==> config.mk <==
export PLATFORM = sky130hd
export DESIGN_NAME = memshare_regfile_loader
export DESIGN_NICKNAME = d
export VERILOG_FILES = /design/src/rtl/memshare_regfile_loader.sv
export SDC_FILE = /design/constraint.sdc
export NUM_CORES = 1
export LEC_CHECK = 0
export BUFFER_PORTS_ARGS = -buffer_cell sky130_fd_sc_hd__buf_2
export CAP_MARGIN = 5
export CORE_AREA = 2 2 69 71
export DETAILED_ROUTE_END_ITERATION = 8
export DIE_AREA = 0 0 71 73
export SYNTH_ARGS = -nofsm -noshare
export SYNTH_HDL_FRONTEND = slang
export SYNTH_SLANG_ARGS = --single-unit
==> constraint.sdc <==
create_clock -name sys_clk -period 2 [get_ports sys_clk]
set_input_delay 0.4 -clock sys_clk [delete_from_list [all_inputs] [get_ports sys_clk]]
set_output_delay 0.4 -clock sys_clk [all_outputs]
set_load 0.01 [all_outputs]
==> src/rtl/memshare_regfile_loader.sv <==
// memshare_regfile_loader
//   Write-side master for the Type-0 (l1pa shift / shift delta / isGtr) register file of the
//   memShare scheduler. A valid/ready stream of page words is written to consecutive pages,
//   starting at start_page_i and wrapping from the last page back to page 0.
//
// Ports
//   sys_clk, rstn        clock, asynchronous active-low reset
//   load_start_i         1-cycle load request, sampled only while idle
//   start_page_i         first page written
//   page_cnt_i           number of pages to write (0..TYPE0_PAGE_NUM)
//   cfg_valid_i/ready_o  stream handshake; cfg_data_i word, cfg_last_i final word marker
//   regType0_waddr_o     register-file write address
//   regType0_wdata_o     register-file write data
//   regType0_we_o        register-file write enable (one cycle after word acceptance)
//   regType0_raddr_o     read-back address (verify build only, else 0)
//   regType0_rdata_i     read-back data (verify build only, else unused)
//   load_busy_o          high from accepted start until the done pulse
//   load_done_o          1-cycle completion pulse
//   load_err_o           sticky error, cleared by the next accepted start
//
// Build option
//   MEMSHARE_LOADER_VERIFY_EN: after the load, every written page is read back and the XOR of
//   the read data is compared with the XOR of the written words; a difference sets load_err_o.

module memshare_regfile_loader #(
  parameter int unsigned TYPE0_ADDR_BITWIDTH = 5,
  parameter int unsigned TYPE0_REG_BITWIDTH  = 7,
  parameter int unsigned TYPE0_PAGE_NUM      = 32,
  parameter int unsigned REGFILE_RD_CYCLE    = 1
) (
  input  logic                          sys_clk,
  input  logic                          rstn,
  input  logic                          load_start_i,
  input  logic [TYPE0_ADDR_BITWIDTH-1:0] start_page_i,
  input  logic [TYPE0_ADDR_BITWIDTH:0]   page_cnt_i,
  input  logic                          cfg_valid_i,
  input  logic [TYPE0_REG_BITWIDTH-1:0]  cfg_data_i,
  input  logic                          cfg_last_i,
  output logic                          cfg_ready_o,
  output logic [TYPE0_ADDR_BITWIDTH-1:0] regType0_waddr_o,
  output logic [TYPE0_REG_BITWIDTH-1:0]  regType0_wdata_o,
  output logic                          regType0_we_o,
  output logic [TYPE0_ADDR_BITWIDTH-1:0] regType0_raddr_o,
  input  logic [TYPE0_REG_BITWIDTH-1:0]  regType0_rdata_i,
  output logic                          load_busy_o,
  output logic                          load_done_o,
  output logic                          load_err_o
);

  localparam int unsigned AW = TYPE0_ADDR_BITWIDTH;
  localparam int unsigned RW = TYPE0_REG_BITWIDTH;
  localparam int unsigned CW = TYPE0_ADDR_BITWIDTH + 1;
  localparam logic [AW-1:0] LastPage = AW'(TYPE0_PAGE_NUM - 1);

  typedef enum logic [1:0] {StIdle, StLoad, StVerify, StDone} state_e;

  state_e        state_q, state_d;
  logic [AW-1:0] addr_q, addr_d;
  logic [CW-1:0] cnt_q, cnt_d;     // pages still to be accepted
  logic          fin_q, fin_d;     // final word accepted, its write is in flight
  logic          we_q, we_d;
  logic [AW-1:0] waddr_q, waddr_d;
  logic [RW-1:0] wdata_q, wdata_d;
  logic          err_q, err_d;

  logic start_bad, cnt_bad;

  function automatic logic [AW-1:0] next_page(input logic [AW-1:0] p);
    return (p == LastPage) ? '0 : p + AW'(1);
  endfunction

  // Widened compares keep the range checks valid for any parameterisation.
  assign start_bad = 32'(start_page_i) >= TYPE0_PAGE_NUM;
  assign cnt_bad   = 32'(page_cnt_i) > TYPE0_PAGE_NUM;

`ifdef MEMSHARE_LOADER_VERIFY_EN
  logic [RW-1:0]               csum_q, csum_d;       // XOR of written words
  logic [RW-1:0]               rd_csum_q, rd_csum_d; // XOR of read-back words
  logic [AW-1:0]               rd_start_q, rd_start_d;
  logic [AW-1:0]               rd_addr_q, rd_addr_d;
  logic [CW-1:0]               wr_num_q, wr_num_d;
  logic [CW-1:0]               rd_left_q, rd_left_d;
  logic [CW-1:0]               cap_left_q, cap_left_d;
  logic [REGFILE_RD_CYCLE-1:0] pipe_q, pipe_d;       // tracks reads in flight
  logic                        issue, capture;

  assign capture          = pipe_q[REGFILE_RD_CYCLE-1];
  assign regType0_raddr_o = rd_addr_q;
`else
  logic unused_rdata;
  assign unused_rdata     = ^regType0_rdata_i;
  assign regType0_raddr_o = '0;
`endif

  always_comb begin
    state_d = state_q;
    addr_d  = addr_q;
    cnt_d   = cnt_q;
    fin_d   = fin_q;
    we_d    = 1'b0;
    waddr_d = waddr_q;
    wdata_d = wdata_q;
    err_d   = err_q;
`ifdef MEMSHARE_LOADER_VERIFY_EN
    csum_d     = csum_q;
    rd_csum_d  = rd_csum_q;
    rd_start_d = rd_start_q;
    rd_addr_d  = rd_addr_q;
    wr_num_d   = wr_num_q;
    rd_left_d  = rd_left_q;
    cap_left_d = cap_left_q;
    issue      = 1'b0;
    pipe_d     = pipe_q << 1;
`endif

    unique case (state_q)
      StIdle: begin
        if (load_start_i) begin
          err_d  = 1'b0;
          fin_d  = 1'b0;
          addr_d = start_page_i;
          cnt_d  = page_cnt_i;
`ifdef MEMSHARE_LOADER_VERIFY_EN
          csum_d     = '0;
          rd_csum_d  = '0;
          wr_num_d   = '0;
          rd_start_d = start_page_i;
`endif
          if (start_bad || cnt_bad) begin
            err_d   = 1'b1;
            state_d = StDone;
          end else if (page_cnt_i == '0) begin
            state_d = StDone;
          end else begin
            state_d = StLoad;
          end
        end
      end

      StLoad: begin
        if (fin_q) begin
          // The last write is on the bus this cycle; leave LOAD behind it.
          fin_d = 1'b0;
`ifdef MEMSHARE_LOADER_VERIFY_EN
          state_d    = StVerify;
          rd_addr_d  = rd_start_q;
          rd_left_d  = wr_num_q;
          cap_left_d = wr_num_q;
`else
          state_d = StDone;
`endif
        end else if (cfg_valid_i) begin
          we_d    = 1'b1;
          waddr_d = addr_q;
          wdata_d = cfg_data_i;
          addr_d  = next_page(addr_q);
          cnt_d   = cnt_q - CW'(1);
`ifdef MEMSHARE_LOADER_VERIFY_EN
          csum_d   = csum_q ^ cfg_data_i;
          wr_num_d = wr_num_q + CW'(1);
`endif
          if (cnt_q == CW'(1) || cfg_last_i) begin
            fin_d = 1'b1;
            // Marker ahead of the requested count means the stream was short.
            if (cnt_q != CW'(1)) err_d = 1'b1;
          end
        end
      end

`ifdef MEMSHARE_LOADER_VERIFY_EN
      StVerify: begin
        if (rd_left_q != '0) begin
          issue     = 1'b1;
          rd_addr_d = next_page(rd_addr_q);
          rd_left_d = rd_left_q - CW'(1);
        end
        if (capture) begin
          rd_csum_d  = rd_csum_q ^ regType0_rdata_i;
          cap_left_d = cap_left_q - CW'(1);
          if (cap_left_q == CW'(1)) begin
            state_d = StDone;
            if (rd_csum_d != csum_q) err_d = 1'b1;
          end
        end
      end
`endif

      StDone: state_d = StIdle;

      default: state_d = StIdle;
    endcase

`ifdef MEMSHARE_LOADER_VERIFY_EN
    pipe_d[0] = issue;
`endif
  end

  always_ff @(posedge sys_clk or negedge rstn) begin
    if (!rstn) begin
      state_q <= StIdle;
      addr_q  <= '0;
      cnt_q   <= '0;
      fin_q   <= 1'b0;
      we_q    <= 1'b0;
      waddr_q <= '0;
      wdata_q <= '0;
      err_q   <= 1'b0;
    end else begin
      state_q <= state_d;
      addr_q  <= addr_d;
      cnt_q   <= cnt_d;
      fin_q   <= fin_d;
      we_q    <= we_d;
      waddr_q <= waddr_d;
      wdata_q <= wdata_d;
      err_q   <= err_d;
    end
  end

`ifdef MEMSHARE_LOADER_VERIFY_EN
  always_ff @(posedge sys_clk or negedge rstn) begin
    if (!rstn) begin
      csum_q     <= '0;
      rd_csum_q  <= '0;
      rd_start_q <= '0;
      rd_addr_q  <= '0;
      wr_num_q   <= '0;
      rd_left_q  <= '0;
      cap_left_q <= '0;
      pipe_q     <= '0;
    end else begin
      csum_q     <= csum_d;
      rd_csum_q  <= rd_csum_d;
      rd_start_q <= rd_start_d;
      rd_addr_q  <= rd_addr_d;
      wr_num_q   <= wr_num_d;
      rd_left_q  <= rd_left_d;
      cap_left_q <= cap_left_d;
      pipe_q     <= pipe_d;
    end
  end
`endif

  assign cfg_ready_o      = (state_q == StLoad) && !fin_q;
  assign regType0_we_o    = we_q;
  assign regType0_waddr_o = waddr_q;
  assign regType0_wdata_o = wdata_q;
  assign load_busy_o      = (state_q != StIdle);
  assign load_done_o      = (state_q == StDone);
  assign load_err_o       = err_q;

endmodule

==> run metrics, run 1 <==
relative slew slack 53.0%; Die Y 73 um; Synth top area share approximately 50%; WS Path Type flop to flop; worst hold slack approximately 0.13 ns; Post-CTS Setup Bufs 0; Fmax ~580 MHz; crit path launch type flop; worst flop-to-flop path startpoint addr_q[0]$_DFFE_PN0P_; async set-reset flop share out of synthesis 100%; Area growth, synth to finish 22.7%; CTS resizes 0; unrepaired setup endpoints after global routing false; share of layout cells above drive strength 1 roughly 34%; wire per inst ~13 um; Total Power ~0.0028 W; CTS H-tree depth 1; die area 5180 um2; # hold bufs at CTS 0; Post-synth EDFFs 0; vias in the first global route between 1k and 1.5k; Synth cell types 35; setup TNS 0 ns; I/O pin total 52; vias per cell 4.85; cell chosen for the clock root clkbuf_8; Nets 213; DRC Markers 0; ranking of synthesized cells by area dfrtp_1, mux2_2, o21ai_0; reg2reg end addr_q[2]$_DFFE_PN0P_; Max Root-Sink Buffers 2; final hold vios 0; crit path cell chain ha_1 > and3_1 > ha_1 > nor4b_1 > a21oi_1 > o21ai_0; final worst slack ~0.27 ns; crit share post-route 86.5%; initial antenna violation count 0; slowest CP cell dfrtp_1; Core Area 4540 um2; largest net degree at the start of global routing 29; WP buf/inv 0; buffers added on ports 39; most frequent CP cell ha_1; RePlAce Congestion 0.767; Final setup viols 0; 1st-pass router iterations 5; CP arrival slightly below 2 ns; placed standard-cell area 1670 um2; Die Width 71 um; Seq cells post-synth 28; worst-case reg-to-reg path depth 6; most common cell after layout, fill and taps aside buf_2; Placement Rows 25; Post-Route WL 3010 um; Slew Limit Fails 0; most frequent cells in the layout buf_2, dfrtp_1, o21ai_0, mux2_2, nor2_1; total CTS buffers 3; DR vias 1125; ANT nets after route 0; synth warn 0; clock latency on the worst-skew pair 0.27 ns; WP data required around 2.2 ns; clock slew at reported path FFs 0.10 ns; Starting Density 31.2%; DPL Wire Length roughly 2300 um; GRT Util Overall a little under an eighth; outcome completed; cell family with most CP delay adder cells; Critical Path Sink Type flop; min-delay worst type primary input to async pin; Mapped Cells about 140; post-synth top area cell dfrtp_1; wire length of the first global-routing pass 4930 um; LEAKAGE 0.822 nW; Slew @ Worst Pin approximately 0.71 ns; Main synth FF type dfrtp_1; post-synthesis sequential area ratio 49.5%; CP Max Fanout 6; Reg2Reg Setup Slack approximately 0.27 ns; design area ~1700 um2; global route overflow 0; CP max stage delay 0.44 ns; clk sinks 28; pre-CTS setup slack 0.248 ns; Max Cap Violations 0; PwrDens about 1600 nW/um2; CTS tree yes; Avg Cell Area, Syn roughly 10 um2; 1st-iter DRT viols between 60 and 70; synthesized cell area 1420 um2; Worst Skew 0.00106 ns; Final Critical Period roughly 1.7 ns; VDD IR max 0.458 mV; antenna diode count 0
per-layer routing:
metal	GRT usage [%]	wire [um]	up-vias
met2	18.7	1420	34
met4	6.08	46	0
li1	-	-	562
met5	0	0	-
met3	2.07	86	4
met1	16.1	1460	525
cell usage after synthesis, drive strengths merged, types with 2 or more instances:
master   n
mux2    12
nand2b   4
or3      2
dfrtp   28
inv      5
a311oi   2
buf     10
a21oi    8
nor3     5
o21ai   20
nor3b    3
nand2    6
ha       4
nor2    11
a22oi    2
area by class of cell:
cell class / count / area, um2
fill: 460 / 2800
clock inverter: 1 / 30.0
multi-input combinational: 99 / 661
inverter: 5 / 18.8
tap: 54 / 67.6
clock buffer: 3 / 41.3
sequential: 28 / 701
timing repair buffer: 42 / 218
where the power goes:
part | total [W] | switching, W | internal [W]
clock network | 0.000450 | 0.000182 | 0.000268
registers | 0.00106 | 0.000219 | 0.000842
logic | 0.00128 | 0.000676 | 0.000600
total | 0.00279 | 0.00108 | 0.00171
flip-flops by register name (all words and copies together) (netlist names):
name	count
load_err_o	1
regType0_waddr_o	5
state_q	2
cnt_q	6
addr_q	5
regType0_wdata_o	7
regType0_we_o	1
fin_q	1
worst reg2reg max path: stages (launching register included):
cell and delay [ns]:
dfrtp_1 0.44, ha_1 0.25, and3_1 0.19, ha_1 0.25, nor4b_1 0.31, a21oi_1 0.07, o21ai_0 0.15
stage by stage:
| step | utilization [%] | cells |
|---|---|---|
| 2_1_floorplan | - | 143 |
| 4_1_cts | 38.3 | 232 |
| 3_5_place_dp | 36.7 | 228 |
| 3_3_place_gp | 36.7 | 228 |
| 6_report | 38.3 | 232 |
| 5_1_grt | 38.3 | 232 |
how the worst max path moves through the flow:
stage	from	endpoint	slack (ns)	depth (start not counted)
final	addr_q[0]$_DFFE_PN0P_	addr_q[2]$_DFFE_PN0P_	0.27	6
after floorplan	page_cnt_i[0]	state_q[1]$_DFFE_PN0P_	0.45	3
after detailed placement	page_cnt_i[0]	state_q[1]$_DFFE_PN0P_	0.25	4
after CTS	addr_q[0]$_DFFE_PN0P_	addr_q[2]$_DFFE_PN0P_	0.27	6
after global placement	page_cnt_i[0]	state_q[1]$_DFFE_PN0P_	0.27	4
after global routing	addr_q[0]$_DFFE_PN0P_	addr_q[2]$_DFFE_PN0P_	0.1	6
logic make-up (layout without fill, tap and decap cells):
group / after synthesis / after routing / synth area share [%]
AO/OA/AOI/OAI: 38 / 38 / 16.0
adder cells (fa/ha/maj): 4 / 4 / 3.54
buffers and inverters: 16 / 51 / 5.92
flip-flops: 28 / 28 / 49.5
multiplexers: 13 / 13 / 10.3
other: 1 / 5 / 0.265
AND/OR/NAND/NOR: 39 / 39 / 14.5
Note: power is estimated with default switching activity, not from simulation.
==> inputs of run 2 (changes only) <==
--- a/config.mk
+++ b/config.mk
@@ -7,9 +7,10 @@
 export LEC_CHECK = 0
 export BUFFER_PORTS_ARGS = -buffer_cell sky130_fd_sc_hd__buf_2
 export CAP_MARGIN = 5
-export CORE_AREA = 2 2 69 71
+export CORE_AREA = 2 2 56 58
 export DETAILED_ROUTE_END_ITERATION = 8
-export DIE_AREA = 0 0 71 73
+export DIE_AREA = 0 0 58 60
+export PLACE_DENSITY = 0.8
 export SYNTH_ARGS = -nofsm -noshare
 export SYNTH_HDL_FRONTEND = slang
 export SYNTH_SLANG_ARGS = --single-unit
==> constraint.sdc (replaced) <==
create_clock -name sys_clk -period 2.21 [get_ports sys_clk]
set_input_delay 0.442 -clock sys_clk [delete_from_list [all_inputs] [get_ports sys_clk]]
set_output_delay 0.442 -clock sys_clk [all_outputs]
set_load 0.01 [all_outputs]
==> run 2 against run 1 <==
Effect of this change:
- cell count down 9.5%
- die area down 33%
- global-route usage up 5.0 points
- total power down 12%
- sequential share of layout area up 1.3 points
- setup slack better by 0.14 ns
- clock power down 25%
- critical endpoint unchanged
- highest routed layer unchanged
==> run metrics, run 2 (same netlist as run 1, synthesis figures left out) <==
outcome completed (unchanged); reg2reg end addr_q[2]$_DFFE_PN0P_ (unchanged); unrepaired setup endpoints after global routing false (unchanged); max reg flops 7 (unchanged); WS Path Type flop to flop (unchanged); wire per inst 13.3 um (was 13.0 um); cell family with most CP delay simple AND/OR/NAND/NOR gates (was adder cells); buffers added on ports 39 (unchanged); vias in the first global route 1043 (was 1054); worst flop-to-flop path startpoint addr_q[0]$_DFFE_PN0P_ (unchanged); Worst Skew 0.00247 ns (was 0.00106 ns); Reg2Reg Setup Slack 0.41 ns (was 0.27 ns); crit path launch type flop (unchanged); DPL Wire Length 2090 um (was 2260 um); vias per cell 5.48 (was 4.85); CTS resizes 0 (unchanged); Critical Path Sink Type flop (unchanged); crit share post-route 81.4% (was 86.5%); CP Max Fanout 6 (unchanged); ANT nets after route 0 (unchanged); area of the multi-input gates 661 um2 (unchanged); CP max stage delay 0.47 ns (was 0.44 ns); Post-Route WL 2780 um (was 3010 um); Slew @ Worst Pin 0.636 ns (was 0.705 ns); DRC Markers 0 (unchanged); wire length of the first global-routing pass 4550 um (was 4930 um); VDD IR max 0.823 mV (was 0.458 mV); CTS tree yes (unchanged); PwrDens 1450 nW/um2 (was 1600 nW/um2); 1st-pass router iterations 4 (was 5); CTS H-tree depth 1 (unchanged); Worst path depth 6 (unchanged); clock slew at reported path FFs 0.15 ns (was 0.10 ns); clock latency on the worst-skew pair 0.33 ns (was 0.27 ns); CP arrival 2.06 ns (was 1.93 ns); Nets 212 (was 213); most common cell after layout, fill and taps aside buf_2 (unchanged); crit path cell chain ha_1 > and3_1 > ha_1 > nor4b_1 > a21oi_1 > o21ai_0 (unchanged); I/O pin total 52 (unchanged); 1st-iter DRT viols 27 (was 65); total CTS buffers 3 (unchanged); Area growth, synth to finish 19.0% (was 22.7%); WP data required 2.47 ns (was 2.20 ns); # hold bufs at CTS 0 (unchanged); RePlAce Congestion 0.844 (was 0.767); Die Y 60 um (was 73 um); FF+latch area 701 um2 (unchanged); clk sinks 28 (unchanged); worst-case reg-to-reg path depth 6 (unchanged); most frequent CP cell ha_1 (unchanged); Max Root-Sink Buffers 2 (unchanged); DR vias 1151 (was 1125); largest net degree at the start of global routing 29 (unchanged); final hold vios 0 (unchanged); LEAKAGE 0.810 nW (was 0.822 nW); Final setup viols 0 (unchanged); Starting Density 48.7% (was 31.2%); Final Critical Period 1.80 ns (was 1.73 ns); Slew Limit Fails 0 (unchanged); cell chosen for the clock root clkbuf_4 (was clkbuf_8); Post-CTS Setup Bufs 0 (unchanged); relative slew slack 57.6% (was 53.0%); slowest CP cell dfrtp_1 (unchanged); initial antenna violation count 0 (unchanged); Placement Rows 20 (was 25); most frequent cells in the layout buf_2, dfrtp_1, o21ai_0, mux2_2, nor2_1 (unchanged); share of layout cells above drive strength 1 33.9% (was 34.3%); setup TNS 0 ns (unchanged); WP buf/inv 0 (unchanged); worst hold slack 0.0816 ns (was 0.129 ns); Core Area 2900 um2 (was 4540 um2); FILL cells 249 (was 460); Fmax 556 MHz (was 578 MHz); Max Cap Violations 0 (unchanged); global route overflow 0 (unchanged); die area 3480 um2 (was 5180 um2); antenna diode count 0 (unchanged); Die Width 58 um (was 71 um); GRT Util Overall 17.0% (was 12.0%); min-delay worst type primary input to async pin (unchanged)
## run 2: cell count changes in the layout (fill, tap and decap cells not counted), sizes merged
cell	change
buf	-1
## run 2: worst max path at each step
stage / slack, ns / endpoint / from
after floorplan: 0.62 / state_q[1]$_DFFE_PN0P_ / page_cnt_i[0]
after global placement: 0.49 / state_q[1]$_DFFE_PN0P_ / page_cnt_i[0]
after detailed placement: 0.45 / addr_q[2]$_DFFE_PN0P_ / addr_q[0]$_DFFE_PN0P_
after CTS: 0.40 / addr_q[2]$_DFFE_PN0P_ / addr_q[0]$_DFFE_PN0P_
after global routing: 0.27 / addr_q[2]$_DFFE_PN0P_ / addr_q[0]$_DFFE_PN0P_
final: 0.41 / addr_q[2]$_DFFE_PN0P_ / addr_q[0]$_DFFE_PN0P_
## run 2: power breakdown
group,internal [W],switching (W),leakage [nW]
registers,0.000760,0.000199,0.343
logic,0.000532,0.000608,0.439
clock network,0.000184,0.000156,0.0279
total,0.00148,0.000963,0.810
## run 2: final cells by class
cell class	count	area share, %
timing repair buffer	41	12.5
tap	33	2.45
sequential	28	41.6
multi-input combinational	99	39.2
clock buffer	3	1.34
clock inverter	1	1.78
inverter	5	1.11
## run 2: layer usage
layer,track usage [%],share of wire (%)
met4,6.98,2.1
met1,21.7,43
met5,0,0
met3,1.95,3.7
met2,29.4,51
## run 2: stage by stage
stage | std cells | util [%] | cell area [um2] | power, W | setup WS, ns
floorplan | 143 | - | 1430 | 0.00174 | 0.622
global placement | 206 | 56.2 | 1630 | 0.00204 | 0.486
detailed placement | 206 | 56.2 | 1630 | 0.00212 | 0.450
CTS | 210 | 58.0 | 1680 | 0.00245 | 0.403
global route | 210 | 58.0 | 1680 | 0.00264 | 0.268
finish | 210 | 58.0 | 1680 | 0.00244 | 0.411
